**src/rtl/vga_pkg.sv**
```systemverilog
// Shared SVGA 800x600@60 timing constants, vertical state and colour-bar palette.
package vga_pkg;

  localparam logic [10:0] H_ACTIVE = 11'd800;
  localparam logic [10:0] H_FP     = 11'd40;
  localparam logic [10:0] H_SYNC   = 11'd128;
  localparam logic [10:0] H_BP     = 11'd88;
  localparam logic [10:0] H_TOTAL  =
    H_ACTIVE + H_FP + H_SYNC + H_BP;
  localparam logic [10:0] H_LAST   = H_TOTAL - 11'd1;
  localparam logic [10:0] HS_START = H_ACTIVE + H_FP;
  localparam logic [10:0] HS_END   = HS_START + H_SYNC;

  // Vertical lengths carry a suffix so they do not collide with vstate_t names
  localparam logic [9:0] V_ACTIVE   = 10'd600;
  localparam logic [9:0] V_FP_LEN   = 10'd1;
  localparam logic [9:0] V_SYNC_LEN = 10'd4;
  localparam logic [9:0] V_BP_LEN   = 10'd23;
  localparam logic [9:0] V_TOTAL    =
    V_ACTIVE + V_FP_LEN + V_SYNC_LEN + V_BP_LEN;
  localparam logic [9:0] V_ACT_LAST  = V_ACTIVE - 10'd1;
  localparam logic [9:0] V_FP_LAST   = V_ACT_LAST + V_FP_LEN;
  localparam logic [9:0] V_SYNC_LAST = V_FP_LAST + V_SYNC_LEN;
  localparam logic [9:0] V_LAST      = V_TOTAL - 10'd1;

  typedef enum logic [1:0] {
    V_ACT,
    V_FP,
    V_SYNC,
    V_BP
  } vstate_t;

  localparam logic [10:0] BAR_W = H_ACTIVE >> 3;

  localparam logic [11:0] C_WHITE   = 12'hFFF;
  localparam logic [11:0] C_YELLOW  = 12'hFF0;
  localparam logic [11:0] C_CYAN    = 12'h0FF;
  localparam logic [11:0] C_GREEN   = 12'h0F0;
  localparam logic [11:0] C_MAGENTA = 12'hF0F;
  localparam logic [11:0] C_RED     = 12'hF00;
  localparam logic [11:0] C_BLUE    = 12'h00F;
  localparam logic [11:0] C_BLACK   = 12'h000;

  function automatic logic [11:0] bar_colour(
    input logic [10:0] h
  );
    logic [11:0] c;
    c = C_BLACK;
    if (h < BAR_W)               c = C_WHITE;
    else if (h < BAR_W * 11'd2)  c = C_YELLOW;
    else if (h < BAR_W * 11'd3)  c = C_CYAN;
    else if (h < BAR_W * 11'd4)  c = C_GREEN;
    else if (h < BAR_W * 11'd5)  c = C_MAGENTA;
    else if (h < BAR_W * 11'd6)  c = C_RED;
    else if (h < BAR_W * 11'd7)  c = C_BLUE;
    return c;
  endfunction

endpackage

```
**src/rtl/vga_vcounter.sv**
```systemverilog
// Vertical line counter and porch/sync state machine.
// Both advance only on the line-end strobe.
module vga_vcounter
  import vga_pkg::*;
(
  input  logic       clk,
  input  logic       rst,
  input  logic       step,
  output logic [9:0] v_count,
  output vstate_t    vstate
);

  logic [9:0] v_count_n;
  vstate_t    vstate_n;

  always_ff @(posedge clk or negedge rst) begin
    if (!rst) begin
      v_count <= '0;
      vstate  <= V_ACT;
    end else begin
      v_count <= v_count_n;
      vstate  <= vstate_n;
    end
  end

  always_comb begin
    v_count_n = v_count;
    vstate_n  = vstate;
    if (step) begin
      v_count_n = (v_count == V_LAST) ?
        10'd0 : v_count + 10'd1;
      // leave each phase on the line end of its final line
      unique case (vstate)
        V_ACT:
          if (v_count == V_ACT_LAST)  vstate_n = V_FP;
        V_FP:
          if (v_count == V_FP_LAST)   vstate_n = V_SYNC;
        V_SYNC:
          if (v_count == V_SYNC_LAST) vstate_n = V_BP;
        V_BP:
          if (v_count == V_LAST)      vstate_n = V_ACT;
      endcase
    end
  end

endmodule

```
**src/rtl/vga_sync_gen.sv**
```systemverilog
// Sync/enable/coordinate generator driven by an upstream h counter.
// Define VGA_TEST_PATTERN_EN to add the rgb colour-bar output.
module vga_sync_gen
  import vga_pkg::*;
#(
  parameter logic HS_POL = 1'b1,
  parameter logic VS_POL = 1'b1
) (
  input  logic        clk,
  input  logic        rst,
  input  logic [10:0] h_count,
  input  logic        en,
  output logic        hsync,
  output logic        vsync,
  output logic        de,
  output logic [10:0] pix_x,
  output logic [9:0]  pix_y,
  output logic        line_start,
  output logic        frame_start,
  output logic        h_err
`ifdef VGA_TEST_PATTERN_EN
  ,
  output logic [11:0] rgb
`endif
);

  logic [9:0] v_count;
  vstate_t    vstate;
  logic       in_range;
  logic       line_end;
  logic       de_h;
  logic       hs_on;
  logic       de_n;
  logic       h_zero;

  assign in_range = h_count < H_TOTAL;
  assign line_end = en & (h_count == H_LAST);
  assign de_h     = h_count < H_ACTIVE;
  assign hs_on    = (h_count >= HS_START) &
                    (h_count < HS_END);
  assign de_n     = de_h & (vstate == V_ACT);
  assign h_zero   = h_count == 11'd0;

  vga_vcounter u_vcnt (
    .clk     (clk),
    .rst     (rst),
    .step    (line_end),
    .v_count (v_count),
    .vstate  (vstate)
  );

  always_ff @(posedge clk or negedge rst) begin
    if (!rst) begin
      hsync       <= ~HS_POL;
      vsync       <= ~VS_POL;
      de          <= 1'b0;
      pix_x       <= '0;
      pix_y       <= '0;
      line_start  <= 1'b0;
      frame_start <= 1'b0;
      h_err       <= 1'b0;
    end else if (en) begin
      hsync       <= hs_on ? HS_POL : ~HS_POL;
      vsync       <= (vstate == V_SYNC) ?
                     VS_POL : ~VS_POL;
      de          <= de_n;
      pix_x       <= de_n ? h_count : '0;
      pix_y       <= de_n ? v_count : '0;
      line_start  <= h_zero;
      frame_start <= h_zero & (v_count == 10'd0);
      h_err       <= h_err | ~in_range;
    end
  end

`ifdef VGA_TEST_PATTERN_EN
  always_ff @(posedge clk or negedge rst) begin
    if (!rst)
      rgb <= '0;
    else if (en)
      rgb <= de_n ? bar_colour(h_count) : '0;
  end
`endif

endmodule
```
**config.mk**
```make
export PLATFORM = sky130hd
export DESIGN_NAME = vga_sync_gen
export DESIGN_NICKNAME = d
export VERILOG_FILES = /design/src/rtl/vga_pkg.sv /design/src/rtl/vga_vcounter.sv /design/src/rtl/vga_sync_gen.sv
export SDC_FILE = /design/constraint.sdc
export NUM_CORES = 1
export LEC_CHECK = 0
export ABC_AREA = 1
export CORE_MARGIN = 10
export CORE_UTILIZATION = 56
export CTS_CLUSTER_DIAMETER = 200
export DETAILED_ROUTE_END_ITERATION = 6
export DONT_BUFFER_PORTS = 1
export HOLD_SLACK_MARGIN = 0.02
export PLACE_DENSITY = 0.84
export SKIP_LAST_GASP = 1
export SYNTH_ARGS = -nofsm -noshare
export SYNTH_HDL_FRONTEND = slang
export SYNTH_SLANG_ARGS = --single-unit
```
**constraint.sdc**
```tcl
create_clock -name clk -period 1.3 [get_ports clk]
set_input_delay 0.195 -clock clk [delete_from_list [all_inputs] [get_ports clk]]
set_output_delay 0.195 -clock clk [all_outputs]
set_load 0.01 [all_outputs]
```
* Word-level counts from Yosys, hierarchy flattened
Cells that the tools add are included.
** Storage, ports and cells
- Word-level logic and storage cells :: 47
- Register bits :: 39
** Operators by class
- Equality and inequality tests :: 12
- Multiplexer cells :: 10
- Bitwise operators :: 6
- Magnitude comparators :: 4
- $add $sub $neg :: 1
- Reductions and logical operators :: 4
** Operator list (count)
- $eq A10 B10 Y1 const B :: 4
- $lt A11 B10 Y1 const B :: 2
- $mux W10 :: 2
- $eq A11 B11 Y1 const B :: 1
- $ge A11 B10 Y1 const B :: 1
- $logic_not A11 Y1 :: 1
- $lt A11 B11 Y1 const B :: 1
- $mux W11 :: 1
- $add A10 B1 Y10 const B :: 1
- $logic_not A10 Y1 :: 1
- $mux W2 :: 4
- $ne A2 B1 Y1 const B :: 4
- $pmux W2 S4 :: 1
- $reduce_and A5 Y1 :: 1
- $and A1 B1 Y1 :: 4
- $eq A2 B2 Y1 const B :: 2
- $eq A2 B1 Y1 const B :: 1
- $logic_not A2 Y1 :: 1
- $mux W1 :: 2
- $not A1 Y1 :: 1
- $or A1 B1 Y1 :: 1

* Longest topological paths before layout
Gate-level depths: netlist of the first run.
- Depth after elaboration :: 3
- Depth in mapped cells :: 11
- Gate-level depth less buffers :: 11

* Cells and area by module
From an unflattened synthesis of the first run, not the netlist that was laid out.
** Unflattened totals
- Cell total of the unflattened synthesis :: 254
- Area, all modules :: 2030.7 um2
** Modules (own cells, without submodules)
- vga_sync_gen :: area an instance 1256.2 um2, cells an instance 151, seq. area each 675.6 um2, times used 1
- vga_vcounter :: area an instance 774.5 um2, cells an instance 103, seq. area each 300.3 um2, times used 1

* Worst setup path before layout of the first run
OpenSTA, ideal clock, no wires.
- Kind :: register to register
- Start point :: reg u_vcnt.v_count[0]
- End point :: reg u_vcnt.vstate[0]
- Required time :: 1.183 ns
- Slack :: -0.126 ns
- Library setup time :: 0.117 ns
- Cell stages (with the launch flop) :: 12
- Arrival time :: 1.309 ns
- Cell sequence :: dfrtp_1 inv_1 ha_1 inv_1 nor2_1 nand3_1 nand2_1 nand2_1 nor2_8 nand2_2 nand2_1 nand2_1
** On the way
- Cells in the longest elaborated chain, start to end :: 3
- Elaborated cells on any way between the ends :: 9
- Those cells by class :: eq/ne (8); reduce/logical (1)
** RTL lines
- start, declared :: line vga_vcounter.sv:9 : output logic [9:0] v_count,
- start signal, assigned :: line vga_vcounter.sv:21 : v_count <= v_count_n;
- $eq A10 B10 Y1, on equally long branches
- $ne A2 B1 Y1 (no line)
- $reduce_and A5 Y1 (no line) *
- end signal, assigned :: line vga_vcounter.sv:22 : vstate <= vstate_n;
- end, declared :: line vga_vcounter.sv:10 : output vstate_t vstate
Mark *: on every way between the ends. The rest lies on a longest branch, timed or not.
A chain may end at the register's enable or synchronous reset.

* Worst setup path after layout of the first run
- Start point :: reg u_vcnt.v_count[4]
- End point :: reg u_vcnt.v_count[9]
** On the way
- Cells in the longest elaborated chain, start to end :: 2
- Elaborated cells on any way between the ends :: 3
- Those cells by class :: add/sub (1); eq/ne (1); mux (1)
** RTL lines
- $add A10 B1 Y10 / $eq A10 B10 Y1 (equally long branches) :: line vga_vcounter.sv:31, vga_vcounter.sv:30
- $mux W10 * :: line vga_vcounter.sv:30 : v_count_n = (v_count == V_LAST) ?
Marked as above.

==> results of run 1 <==
## logic make-up (layout without fill, tap and decap cells)
| group | after synthesis | count (layout) |
|---|---|---|
| buffers and inverters | 37 | 78 |
| flip-flops | 39 | 39 |
| XOR/XNOR | 5 | 5 |
| AND/OR/NAND/NOR | 119 | 119 |
| adder cells (fa/ha/maj) | 7 | 7 |
| AO/OA/AOI/OAI | 38 | 38 |
## cell usage in the layout, fill, tap and decap left out, types with 2 or more instances in the layout
master / n
nand2_1: 55
dfrtp_1: 35
buf_4: 24
inv_1: 21
o21ai_1: 21
nand3_1: 20
dlygate4sd3_1: 10
inv_2: 8
nor2_1: 8
nand2_2: 7
o21ai_0: 7
o21ai_2: 6
nand4_1: 5
xor2_1: 5
clkbuf_4: 5
nor3_2: 4
ha_1: 4
dfrtp_2: 4
nor3_1: 3
nor3_4: 3
nor2_2: 3
nor2_4: 2
nand3_2: 2
nand3b_1: 2
clkinv_1: 2
clkinv_2: 2
ha_4: 2
buf_12: 2
## per-layer routing
metal,up-vias,share of wire (%),GRT usage (%)
li1,873,-,-
met1,973,32,22.6
met2,228,47,34.7
met3,77,14,8.67
met4,0,7.1,10.9
met5,-,0,0
## worst min path at each step
stage	slack, ns	endpoint	from
3_5_place_dp	-0.1	pix_x[3]$_DFFE_PN0P_	rst
4_1_cts	0.02	pix_x[5]$_DFFE_PN0P_	h_count[5]
5_1_grt	0.05	pix_x[5]$_DFFE_PN0P_	h_count[5]
2_1_floorplan	-0.10	de$_DFFE_PN0P_	rst
6_report	0.04	pix_x[7]$_DFFE_PN0P_	h_count[7]
3_3_place_gp	-0.1	pix_x[4]$_DFFE_PN0P_	rst
## repair_timing
item	in CTS	in global routing
hold buffers	11	0
endpoints found under the setup margin	26	29
setup buffers	4	2
gates cloned	0	0
pin swaps	3	11
endpoints found under the hold margin	49	0
gates resized for setup	17	41
## stage by stage
stage	utilization (%)	hold WS, ns	setup WS [ns]	cells	power [mW]
after global placement	65.5	-0.0994	-0.0425	307	1.49
after detailed placement	65.5	-0.0994	-0.0967	307	1.50
final	76.4	0.0439	-0.180	332	2.46
after floorplan	-	-0.101	-0.0243	245	1.44
after CTS	73.2	0.0249	-0.0730	330	2.38
after global routing	76.4	0.0462	-0.233	332	2.51
## where the power goes
part | switching (mW) | leakage, nW | total (mW) | internal, mW
Combinational | 0.159 | 0.721 | 0.254 | 0.0958
Sequential | 0.0723 | 0.488 | 1.34 | 1.27
Clock | 0.463 | 0.0452 | 0.867 | 0.404
## critical path: stages (launching register included)
cell	delay, ns
dfrtp_1	0.47
clkinvlp_4	0.29
nor3_4	0.26
nand3_1	0.11
nand2_1	0.07
nand3_1	0.06
o21ai_1	0.12
## final cells by class
cell class | count | area (um^2) | share of cell area (%)
repair buffers | 37 | 332 | 12.7
multi-input cells | 169 | 1030 | 39.5
inverters | 33 | 129 | 4.94
clock buffers | 5 | 37.5 | 1.44
clock inverters | 3 | 43.8 | 1.68
well taps | 46 | 57.6 | 2.21
flip-flops and latches | 39 | 981 | 37.6
## registers in the layout (all words and copies together), names as in the netlist
| name | cells |
|---|---|
| de | 1 |
| u_vcnt.vstate | 2 |
| frame_start | 1 |
| hsync | 1 |
| line_start | 1 |
| pix_y | 10 |
| h_err | 1 |
| u_vcnt.v_count | 10 |
| pix_x | 11 |
| vsync | 1 |
==> out/metrics.yaml, run 1 <==
fin_crit_sh_pct: 114
antennaDiodeCount: 0
cts_tree: "done"
grt-ovfl-total: 0
synth_fa_ha_area_share_pct: 4.34
synth_compound_area_share_pct: 9.92
portBuffers: 0
cp-end-kind: "flop"
drc_errors: 1
cts-root-buf: "clkbuf_4"
routed_wl_um: 7380
chipHeight_um: 80.0
drtIter0Drc: 438
synth_top_cell_by_area: "dfrtp_1"
routedWlPerCell_um: 22.2
final.setup.worst_slack_ns: -0.180
synth_area_leaders: "dfrtp_1 (48%), nand2_1 (11%), o21ai_0 (7.7%)"
synth-simple-area-share_pct: 28.1
worst_slew_pin_slew_ns: 0.485
drtAntennaViolNets: 0
nets: 306
async_flop_share_pct: 100
track_usage_pct: 21.1
crit_path_max_fanout: 7
outcome: "complete, but fails checks"
critPathArrivalTime_ns: 1.77
holdPathStages: 2
slew_viol_final: 0
synth_top_area_share_pct: 48.4
reg2reg_depth: 6
hp-class: "input port to flop"
htree_levels: 2
fp.dieW_um: 80.0
die_area_mm2: 0.00640
yosysMostFrequentCell: "nand2_1"
leakagePower_nw: 1.25
syn_nets: 266
drive_gt1_share_pct: 29.4
critPathLaunchType: "flop"
cap_violations: 0
path_clk_slew_ns: 0.14
synthTopCellsByCount: "nand2_1 (60), dfrtp_1 (39), o21ai_0 (31), inv_1 (26), nand3_1 (22)"
hold_viol: 0
ys_dominant_reg_cell: "dfrtp_1"
clk_path_buf_depth: 2
synth_enable_flop_cells: 0
n_fill_cell: 188
max_slew_margin_pct: 67.4
grt_max_degree: 40
synthCells: 245
cts_buffers: 5
design_area_mm2: 0.00261
dr.pass1.iters: 7
viasPerCell: 6.48
synth_warnings: 0
rows: 21
avgSynthCellArea_um2: 8.24
gp_congestion: 0.948
path_class: "flop to flop"
regToRegSetupSlack_ns: -0.18
ios: 41
layout_min_cycle_time_ns: 1.48
synthXorXnorAreaFrac_pct: 2.17
fin_skew_ns: 0.0399
synth_top_family_by_area: "simple AND/OR/NAND/NOR gates"
placed_area_mm2: 0.00224
synthesis.area_mm2: 0.00202
clock_sinks: 39
dp_hpwl_um: 3920
grt_pass1_wl_um: 10400
reg2reg_to: "u_vcnt.v_count[9]$_DFFE_PN0P_"
syn2layout_area_growth_pct: 29.3
critPathRequiredTime_ns: 1.59
synth_cell_types: 30
startpoint: "u_vcnt.v_count[4]$_DFFE_PN0P_"
tns_ns: -1.29
cellPowerDensity_mw_per_mm2: 942
violations: "DRC, setup timing"
antenna_found_initial: 0
dr_total_vias: 2151
start_util_pct: 59.1
synth.area.mux_share_pct: 0
ir_drop_uv: 481
seq_area_frac_synth_pct: 48.4
first_global_vias: 2032
core_mm2: 0.00342
setup_viol: 13
rr_startpoint: "u_vcnt.v_count[4]$_DFFE_PN0P_"
insertion_delay_ns: 0.40
timing.fmax_mhz: 676
rsz0062_at_grt: "true"
ys_seq_elements: 39
cp-endpoint: "u_vcnt.v_count[9]$_DFFE_PN0P_"
No activity file was read; power rests on OpenSTA's default activity.
==> run 2, diff against run 1 <==
CAP_MARGIN = 10   (was default)
SETUP_SLACK_MARGIN = 0.1   (was default)
==> out/metrics.yaml, run 2 (synthesis results as in run 1) <==
outcome: "complete, but fails checks"
violations: "setup timing"
cts-root-buf: "clkbuf_4"
nets: 314
fp.dieW_um: 80.0
seq_area_um2: 978
hold_ws_ns: 0.0267
setup_viol: 15
dr_total_vias: 2293
drtAntennaViolNets: 0
rr_startpoint: "u_vcnt.v_count[4]$_DFFE_PN0P_"
dp.cells: 306
switching_share_pct: 26.3
final.setup.worst_slack_ns: -0.261
gp_congestion: 0.967
n_fill_cell: 146
tns_ns: -1.98
largest_reg_flops: 11
cp_cell_sequence: "clkinvlp_4 -> nor3_4 -> nand3_1 -> nand2_1 -> nand3_1 -> o21ai_1"
insertion_delay_ns: 0.38
drive_gt1_share_pct: 36.1
path_clk_slew_ns: 0.14
first_global_vias: 2002
drc_errors: 0
crit_path_max_fanout: 7
layout_commonest_cell: "nand2_1"
track_usage_pct: 20.7
grt_pass1_wl_um: 10300
p_total_mw: 2.71
antenna_found_initial: 0
portBuffers: 0
dr.pass1.iters: 6
cp_slowest_stage_delay_ns: 0.49
critPathRequiredTime_ns: 1.57
multi_input_area_mm2: 0.00109
ios: 41
routedWlPerCell_um: 25.2
cpMostUsedCell: "nand3_1"
clk_path_buf_depth: 2
start_util_pct: 59.1
max_slew_margin_pct: 67.4
viasPerCell: 6.74
critPathLaunchType: "flop"
worst_slew_pin_slew_ns: 0.485
chipHeight_um: 80.0
rows: 21
final_util_pct: 82.0
antennaDiodeCount: 0
cts_tree: "done"
cp-end-kind: "flop"
dp_slack_ns: -0.0870
fin_crit_sh_pct: 120
startpoint: "u_vcnt.v_count[4]$_DFFE_PN0P_"
reg_top3: "pix_x (11), pix_y (10), u_vcnt.v_count (10)"
clock_sinks: 39
grt-ovfl-total: 0
crit_slowest_cell: "dfrtp_1"
timing.fmax_mhz: 641
final_cell_mix: "nand2_1 (55), dfrtp_1 (37), buf_4 (25)"
die_area_mm2: 0.00640
clkPwrFrac_pct: 38.6
design_area_mm2: 0.00280
dr_wl_met2_um: 3850
drtIter0Drc: 448
wl_met3_um: 1200
hp-class: "input port to flop"
placed_area_mm2: 0.00222
path_buf_inv: 1
cellPowerDensity_mw_per_mm2: 966
largest_register: "pix_x"
seqPwrFrac_pct: 49.6
grt_max_degree: 40
path_delay_family: "simple AND/OR/NAND/NOR gates"
htree_levels: 2
critPathArrivalTime_ns: 1.83
hold_viol: 0
combPwrFrac_pct: 11.7
layout_min_cycle_time_ns: 1.56
ir_drop_uv: 1010
layout.cells.non_filler: 340
routed_wl_um: 8550
fin_skew_ns: 0.0265
dp_hpwl_um: 3770
slew_viol_final: 0
power.net_switching_mw: 0.713
rsz0062_at_grt: "true"
core_mm2: 0.00342
syn2layout_area_growth_pct: 38.7
top_layer: "met4"
path_class: "flop to flop"
cap_violations: 0
min-delay-start: "h_count[7]"
regToRegSetupSlack_ns: -0.26
cts_buffers: 5
internal_power_mw: 1.99
leakagePower_nw: 1.34
met1_length_um: 2760
==> run 2: cell types whose count changed in the layout (fill, tap and decap cells not counted), moves of 3 or more <==
cell | previous run | this run
inv_1 | 21 | 17
buf_6 | 1 | 4
o21ai_2 | 6 | 14
o21ai_1 | 21 | 14
inv_2 | 8 | 11
==> run 2: power groups by stage <==
| stage | clock network [mW] | logic [mW] | registers, mW |
|---|---|---|---|
| 2_1_floorplan | 0 | 0.102 | 1.34 |
| 3_3_place_gp | 0 | 0.133 | 1.35 |
| 3_5_place_dp | 0 | 0.141 | 1.36 |
| 4_1_cts | 0.990 | 0.216 | 1.33 |
| 5_1_grt | 1.08 | 0.336 | 1.35 |
| 6_report | 1.05 | 0.318 | 1.34 |
==> run 2: worst reg2reg max path, cell delays in order (launching register included) <==
cell	delay, ns
dfrtp_1	0.49
clkinvlp_4	0.25
nor3_4	0.26
nand3_1	0.09
nand2_1	0.09
nand3_1	0.10
o21ai_1	0.18
==> run 2: final timing paths <==
path                                            endpoint  cells after the start
hold / removal                      pix_x[7]$_DFFE_PN0P_                      2
max in group asynchronous  u_vcnt.v_count[1]$_DFFE_PN0P_                      2
hold reg to reg                        h_err$_DFFE_PN0P_                      1
setup reg to reg           u_vcnt.v_count[9]$_DFFE_PN0P_                      6
setup / recovery           u_vcnt.v_count[9]$_DFFE_PN0P_                      6
min in group asynchronous           pix_y[9]$_DFFE_PN0P_                      2
==> run 2: area by class of cell <==
cell class,instances,share of cell area [%]
multi-input combinational,169,38.9
sequential,39,34.9
timing repair buffer,45,15.8
inverter,33,4.69
clock inverter,2,2.14
tap,46,2.06
clock buffer,6,1.47
==> run 2: what timing repair did <==
item | 4_1_cts | 5_1_grt
hold endpoints to repair | 49 | 1
endpoints found under the setup margin | 32 | 34
setup buffers | 5 | 8
cloned | 0 | 2
hold buffers | 11 | 1
resized for setup | 33 | 50
pin swaps | 10 | 11
==> run 2: metal layers <==
| layer | track usage (%) | vias up |
|---|---|---|
| met3 | 7.55 | 97 |
| met1 | 22.5 | 1048 |
| met5 | 0 | - |
| met2 | 32.9 | 257 |
| li1 | - | 891 |
| met4 | 14.3 | 0 |
==> run 3, diff against run 2 <==
--- a/config.mk
+++ b/config.mk
@@ -8,5 +8,5 @@
 export ABC_AREA = 1
 export CAP_MARGIN = 10
-export CORE_MARGIN = 10
+export CORE_MARGIN = 1
 export CORE_UTILIZATION = 56
 export CTS_CLUSTER_DIAMETER = 200
==> constraint.sdc (replaced) <==
create_clock -name clk -period 1.3 [get_ports clk]
set_input_delay 0.195 -clock clk [delete_from_list [all_inputs] [get_ports clk]]
set_output_delay 0.195 -clock clk [all_outputs]
set_load 0.05 [all_outputs]
==> out/metrics.yaml, run 3 (synthesis results as in run 1) <==
outcome: "complete, but fails checks"
violations: "setup timing"
dp_slack_ns: -0.111
crit_cells: 6
holdPathStages: 2
drc_errors: 0
drtAntennaViolNets: 0
tns_ns: -1.28
leakagePower_nw: 1.32
ios: 41
regToRegSetupSlack_ns: -0.24
path_clk_slew_ns: 0.13
crit_slowest_cell: "dfrtp_1"
largest_reg_flops: 11
critPathRequiredTime_ns: 1.57
dp_hpwl_um: 3530
critPathLaunchType: "flop"
grt-ovfl-total: 0
hold_viol: 0
routed_wl_um: 7820
core_mm2: 0.00339
gp_congestion: 0.977
clk_path_buf_depth: 2
path_class: "flop to flop"
cp_cell_sequence: "inv_2 -> nor3_2 -> nand3_1 -> nand2_1 -> nand3_2 -> o21ai_1"
clock_sinks: 39
cts_tree: "done"
portBuffers: 0
path_delay_family: "simple AND/OR/NAND/NOR gates"
cellPowerDensity_mw_per_mm2: 945
final_cell_mix: "nand2_1 (54), buf_4 (31), dfrtp_2 (28)"
drive_gt1_share_pct: 49.5
critPathArrivalTime_ns: 1.80
syn2layout_area_growth_pct: 41.9
start_util_pct: 59.5
grt_pass1_wl_um: 9070
layout_min_cycle_time_ns: 1.54
fin_crit_sh_pct: 118
largest_register: "pix_x"
cts-root-buf: "clkbuf_4"
rr_startpoint: "u_vcnt.v_count[4]$_DFFE_PN0P_"
timing.fmax_mhz: 651
ir_drop_uv: 502
slew_viol_final: 0
htree_levels: 2
multi_input_area_mm2: 0.00115
reg2reg_depth: 6
cap_violations: 0
routedWlPerCell_um: 22.9
hold_ws_ns: 0.0427
final.setup.worst_slack_ns: -0.236
dr.pass1.iters: 7
antenna_found_initial: 0
first_global_vias: 1964
cp_slowest_stage_delay_ns: 0.48
die_area_mm2: 0.00385
grt_max_degree: 40
hp-class: "input port to flop"
seq_area_mm2: 0.00101
track_usage_pct: 33.8
reg_top3: "pix_x (11), pix_y (10), u_vcnt.v_count (10)"
viasPerCell: 6.53
fp.dieW_um: 62.0
insertion_delay_ns: 0.36
worst_slew_pin_slew_ns: 0.495
setup_viol: 18
n_fill_cell: 140
path_buf_inv: 1
dr_total_vias: 2226
layout_commonest_cell: "nand2_1"
rsz0062_at_grt: "true"
rows: 21
crit_path_max_fanout: 7
reg2reg_to: "u_vcnt.v_count[9]$_DFFE_PN0P_"
nets: 315
cp-end-kind: "flop"
chipHeight_um: 62.0
min-delay-start: "h_count[0]"
antennaDiodeCount: 0
hold_end: "pix_x[0]$_DFFE_PN0P_"
fin_skew_ns: 0.0151
drtIter0Drc: 406
cts_buffers: 5
max_slew_margin_pct: 67.0
## run 3: how the worst max path moves through the flow
| stage | start | end | slack [ns] |
|---|---|---|---|
| after CTS | u_vcnt.v_count[0]$_DFFE_PN0P_ | u_vcnt.vstate[1]$_DFFE_PN0P_ | -0.08 |
| after detailed placement | u_vcnt.v_count[1]$_DFFE_PN0P_ | u_vcnt.vstate[0]$_DFFE_PN0P_ | -0.11 |
| final | u_vcnt.v_count[4]$_DFFE_PN0P_ | u_vcnt.v_count[9]$_DFFE_PN0P_ | -0.24 |
| after global routing | u_vcnt.v_count[7]$_DFFE_PN0P_ | u_vcnt.vstate[0]$_DFFE_PN0P_ | -0.24 |
| after floorplan | u_vcnt.v_count[0]$_DFFE_PN0P_ | u_vcnt.vstate[0]$_DFFE_PN0P_ | -0.02 |
| after global placement | u_vcnt.v_count[0]$_DFFE_PN0P_ | u_vcnt.vstate[0]$_DFFE_PN0P_ | -0.05 |
## run 3: metrics by stage
stage	instances	area [um^2]	power, mW	util (%)
2_1_floorplan	245	2040	1.59	-
5_1_grt	341	2860	2.80	84.5
3_5_place_dp	309	2240	1.65	66.1
4_1_cts	332	2540	2.54	74.9
6_report	341	2860	2.71	84.5
3_3_place_gp	309	2240	1.64	66.1
## run 3: repair_timing
item / 4_1_cts / 5_1_grt
buffers inserted: 6 / 6
setup endpoints to repair: 43 / 53
gates resized for setup: 34 / 85
pin swaps: 4 / 9
endpoints found under the hold margin: 47 / 1
hold buffers: 9 / 1
cloned: 0 / 2
## run 3: power by group
group          switching, mW  internal (mW)  leakage [nW]
logic                  0.207          0.127         0.816
registers              0.214           1.27         0.453
clock network          0.431          0.454        0.0482
total                  0.852           1.85          1.32
## run 3: area by class of cell
type / instances / area share, %
well taps: 46 / 2.01
flip-flops and latches: 39 / 35.3
multi-input cells: 169 / 40.1
inverters: 33 / 4.37
clock inverters: 2 / 1.22
repair buffers: 46 / 15.2
clock buffers: 6 / 1.79
## run 3: metal layers
metal,global-route usage [%],wire length (um),share of wire (%)
met1,39.7,2700,34
met2,51.4,3430,44
met3,12.4,1130,14
met4,23.2,566,7.2
met5,0,0,0
